File: src/rtl/timer_pkg.sv
// Shared definitions for the countdown timer: FSM encoding, register map
// and CTRL field positions.
package timer_pkg;

  typedef enum logic [1:0] {
    ST_IDLE = 2'd0,
    ST_LOAD = 2'd1,
    ST_CNT  = 2'd2,
    ST_INT  = 2'd3
  } state_t;

  localparam logic [1:0] ADDR_CTRL   = 2'd0;
  localparam logic [1:0] ADDR_PRESET = 2'd1;
  localparam logic [1:0] ADDR_COUNT  = 2'd2;
  localparam logic [1:0] ADDR_RSVD   = 2'd3;

  localparam int CTRL_EN_BIT   = 0;
  localparam int CTRL_MODE_LSB = 1;
  localparam int CTRL_MODE_MSB = 2;
  localparam int CTRL_IM_BIT   = 3;

  localparam logic [1:0] MODE_RELOAD = 2'd1;

  // Assemble the readable CTRL word; unused upper bits read as zero.
  function automatic logic [31:0] pack_ctrl(input logic en, input logic [1:0] mode,
                                            input logic im);
    logic [31:0] w;
    w = 32'd0;
    w[CTRL_EN_BIT] = en;
    w[CTRL_MODE_MSB:CTRL_MODE_LSB] = mode;
    w[CTRL_IM_BIT] = im;
    return w;
  endfunction

endpackage

File: src/rtl/countdown_timer.sv
// Memory-mapped 32-bit countdown timer with one-shot or auto-reload mode and
// a maskable registered interrupt.
module countdown_timer
  import timer_pkg::*;
(
  input  logic        Clk,
  input  logic        Reset,
  input  logic [1:0]  Addr,
  input  logic        WE,
  input  logic [31:0] DIn,
  output logic [31:0] DOut,
  output logic        IRQ
);

  state_t      state_r;
  logic        enable_r;
  logic [1:0]  mode_r;
  logic        im_r;
  logic [31:0] preset_r;
  logic [31:0] count_r;
  logic        irq_flag_r;

  // Register file and FSM; bus writes are issued last so they win over the FSM.
  always_ff @(posedge Clk) begin
    if (Reset) begin
      state_r    <= ST_IDLE;
      enable_r   <= 1'b0;
      mode_r     <= 2'd0;
      im_r       <= 1'b0;
      preset_r   <= 32'd0;
      count_r    <= 32'd0;
      irq_flag_r <= 1'b0;
      IRQ        <= 1'b0;
    end else begin
      IRQ <= irq_flag_r & im_r;

      case (state_r)
        ST_IDLE: begin
          if (enable_r) begin
            state_r <= ST_LOAD;
          end else begin
            state_r <= ST_IDLE;
          end
        end
        ST_LOAD: begin
          count_r <= preset_r;
          state_r <= ST_CNT;
        end
        ST_CNT: begin
          if (!enable_r) begin
            state_r <= ST_IDLE;
          end else if (count_r > 32'd1) begin
            count_r <= count_r - 32'd1;
          end else begin
            // A zero preset expires on the first counting cycle, like a preset of one.
            count_r    <= 32'd0;
            irq_flag_r <= 1'b1;
            state_r    <= ST_INT;
          end
        end
        ST_INT: begin
          if (mode_r == MODE_RELOAD) begin
            irq_flag_r <= 1'b0;
            state_r    <= ST_LOAD;
          end else begin
            enable_r <= 1'b0;
            state_r  <= ST_IDLE;
          end
        end
        default: begin
          state_r <= ST_IDLE;
        end
      endcase

      if (WE) begin
        case (Addr)
          ADDR_CTRL: begin
            enable_r   <= DIn[CTRL_EN_BIT];
            mode_r     <= DIn[CTRL_MODE_MSB:CTRL_MODE_LSB];
            im_r       <= DIn[CTRL_IM_BIT];
            irq_flag_r <= 1'b0;
          end
          ADDR_PRESET: begin
            preset_r   <= DIn;
            irq_flag_r <= 1'b0;
          end
          default: begin
          end
        endcase
      end else begin
      end
    end
  end

  // Combinational read mux.
  always_comb begin
    DOut = 32'd0;
    case (Addr)
      ADDR_CTRL:   DOut = pack_ctrl(enable_r, mode_r, im_r);
      ADDR_PRESET: DOut = preset_r;
      ADDR_COUNT:  DOut = count_r;
      ADDR_RSVD:   DOut = 32'd0;
      default:     DOut = 32'd0;
    endcase
  end

endmodule

File: config.mk
export PLATFORM = sky130hd
export DESIGN_NAME = countdown_timer
export DESIGN_NICKNAME = d
export VERILOG_FILES = /design/src/rtl/timer_pkg.sv /design/src/rtl/countdown_timer.sv
export SDC_FILE = /design/constraint.sdc
export NUM_CORES = 1
export LEC_CHECK = 0
export ABC_AREA = 1
export CORE_MARGIN = 1
export CORE_UTILIZATION = 45
export DETAILED_ROUTE_END_ITERATION = 7
export GPL_ROUTABILITY_DRIVEN = 0
export PLACE_DENSITY = 0.67
export SYNTH_ARGS = -nofsm -noshare
export SYNTH_HDL_FRONTEND = slang
export SYNTH_SLANG_ARGS = --single-unit
File: constraint.sdc
create_clock -name Clk -period 1.9 [get_ports Clk]
set_clock_uncertainty 0.15 [all_clocks]
set_input_delay 0.475 -clock Clk [delete_from_list [all_inputs] [get_ports Clk]]
set_output_delay 0.475 -clock Clk [all_outputs]
set_load 0.01 [all_outputs]
==> results.json <==
{
  "rrSetupSlack_ns": 0.08,
  "syn_avg_cell_area_um2": 6.731,
  "synth_cells": 614,
  "critPathMaxFanout": 5,
  "finish.utilization": 0.6478,
  "end_kind": "output pin",
  "die_y_um": 97.83,
  "whs_ns": 0.3283,
  "ioPinCount": 70,
  "fin_crit_sh": 1.049,
  "cts_root_buf": "clkbuf_8",
  "critical_path_class": "in -> out",
  "fin_nets": 753,
  "clkSinkCount": 72,
  "violations": "DRC, setup timing",
  "layout_min_cycle_time_ns": 1.993,
  "worstSkewPairLatency_ns": 0.35,
  "crit-reg2reg-launch": "count_r[0]$_SDFFE_PP0P_",
  "yosysSeqAreaShare": 0.3488,
  "grt_pass1_vias": 4278,
  "die_x_um": 97.83,
  "r2r_cells": 11,
  "setup_viol": 31,
  "yosysUniqueCellTypes": 29,
  "final_cell_mix": "85 x a21oi_1, 81 x inv_1, 79 x nand2_1, 75 x o21ai_0, 70 x dfxtp_1",
  "place_area_um2": 5223,
  "final_hold_viol_count": 0,
  "holdCritPathClass": "reg -> reg",
  "routed_via_density": 5.416,
  "antenna_left": 0,
  "clk_pin_slew_ns": 0.08,
  "final_max_slew_viol_count": 0,
  "crit_family": "buffers and inverters",
  "hp-start": "mode_r[0]$_SDFFE_PP0P_",
  "worstPathCellList": "buf_6 > buf_6 > nor2_4 > clkinv_4 > buf_6 > o22ai_2 > buf_2",
  "die_area_um2": 9571,
  "row_count": 34,
  "via_count": 4479,
  "crit_start": "Addr[1]",
  "htreeDepth": 3,
  "drt_iter0_markers": 328,
  "hold_path_depth": 2,
  "routed_wl_um": 12450,
  "cts_buffer_depth": 2,
  "vdd_drop_max_uv": 408.4,
  "whs_endpoint": "mode_r[0]$_SDFFE_PP0P_",
  "final_cell_area_um2": 5704,
  "cp.required_ns": 1.27,
  "core_um2": 8806,
  "outcome": "finished, violations left",
  "yosysWarnings": 0,
  "critPathLaunchType": "input port",
  "syn2layout_area_growth_pct": 38.03,
  "cp_data_arrival_time_ns": 1.37,
  "max_freq_ghz": 0.5016,
  "crit_path_max_incr_delay_ns": 0.16,
  "relSlewSlack": 0.7494,
  "path_buf_inv": 5,
  "tightest_slew_ns": 0.3759,
  "grt_pass1_wl_um": 20310,
  "syn-cell-area_um2": 4133,
  "syn_nets": 653,
  "drive_gt1_frac": 0.2476,
  "grt_max_degree": 36,
  "pre_cts_ws_ns": -0.9646,
  "ys_ff_latch": 72,
  "critPathMostFrequentCell": "buf_6",
  "synth_area_leaders": "dfxtp_1 35%, a21oi_1 10%, o21ai_0 9.2%",
  "r2r-end": "count_r[14]$_SDFFE_PP0P_",
  "wl_per_cell_um": 15.06,
  "setup_slack_ns": -0.09347,
  "place_inst": 804,
  "drtPass1Iterations": 8,
  "rsz0062_at_grt": "true",
  "start_util": 0.4693,
  "fillCellCount": 788,
  "final_common_cell": "a21oi_1",
  "drc_errors": 16,
  "grt-ovfl-total": 0,
  "cts_buffers": 9,
  "dp_hpwl_um": 8396,
  "grt_usage": 0.2623,
  "cellLeakagePower_nw": 2.400,
  "cts_tree": "done",
  "cp_slowest_cell": "buf_6",
  "finalNonFillerCells": 827,
  "yosysTopAreaCellShare": 0.3488,
  "cap_violations": 0,
  "numPortBuffers": 69,
  "antenna_found_initial": 0,
  "diodes": 0,
  "yosysTopAreaCell": "dfxtp_1",
  "power_density_nw_per_um2": 754.6
}
[sequential cells by signal (all words and copies together), names as in the netlist]
name	cells
IRQ	1
enable_r	1
state_r	2
irq_flag_r	1
count_r	32
im_r	1
preset_r	32
mode_r	2
[tightest hold or removal path: stages (launching register included)]
cell and delay (ns):
dfxtp_1 0.31, inv_1 0.07, a21oi_1 0.06
[worst max path at each step]
stage	slack, ns	endpoint	depth (start not counted)
final	-0.09	DOut[27]	7
after global routing	-0.14	DOut[27]	7
after CTS	-0.11	DOut[25]	7
after detailed placement	-0.96	DOut[6]	7
after global placement	-0.94	DOut[6]	7
after floorplan	-0.009	DOut[10]	5
[timing repair]
| action | 4_1_cts | 5_1_grt |
|---|---|---|
| hold buffers | 0 | 0 |
| pin swaps | 3 | 3 |
| cloned | 2 | 0 |
| buffers inserted | 2 | 3 |
| setup endpoints to repair | 36 | 64 |
| gates resized for setup | 174 | 28 |
[layout make-up]
| type | count | area (um^2) | share of cell area |
|---|---|---|---|
| clock buffer | 11 | 141.4 | 0.02479 |
| tap | 108 | 135.1 | 0.02369 |
| clock inverter | 5 | 103.9 | 0.01821 |
| sequential | 72 | 1444 | 0.2531 |
| inverter | 87 | 334.1 | 0.05857 |
| multi-input combinational | 424 | 2476 | 0.4341 |
| timing repair buffer | 120 | 1070 | 0.1875 |
[where the power goes]
part	leakage (nW)	internal, W	switching [W]
clock network	0.124	0.000910	0.000620
logic	1.69	0.000466	0.000684
registers	0.587	0.00158	0.0000482
[logic make-up (layout without fill, tap and decap cells)]
family | Yosys count | after routing | share of synthesized area
compound gates | 208 | 208 | 0.2782
simple gates | 201 | 201 | 0.2252
buf+inv | 118 | 223 | 0.1141
flops | 72 | 72 | 0.3488
xor+xnor | 13 | 13 | 0.02755
fa+ha+maj | 2 | 2 | 0.006054
[cell usage after synthesis]
cell type,count
o211ai_1,2
inv_2,1
o221ai_1,4
o22ai_1,28
buf_2,4
nor3_1,2
nand2_2,13
buf_6,1
o21a_1,2
nand2_4,3
nor3b_1,1
clkinv_1,1
o21ai_0,76
inv_1,85
a21oi_4,1
a21oi_2,10
nor2_4,4
nand3_1,31
dfxtp_1,72
nor2_2,5
a21oi_1,85
clkbuf_1,25
xor2_1,13
nand2_1,81
nor2_8,1
nor2_1,53
buf_12,1
ha_1,2
nand4_1,7
[per-layer routing]
layer,wire length [um],GRT usage,part of all wire
met1,5656,0.3483,0.45
met4,149,0.08159,0.012
met3,747,0.03579,0.060
met2,5898,0.4399,0.47
met5,0,0,0
[through the flow]
step / setup TNS [ns] / power (W)
floorplan: -0.1824 / 0.002309
global placement: -36.15 / 0.002694
detailed placement: -37.59 / 0.002711
CTS: -2.039 / 0.004249
global route: -3.334 / 0.004498
finish: -1.731 / 0.004304
(Power assumes the default switching activity.)
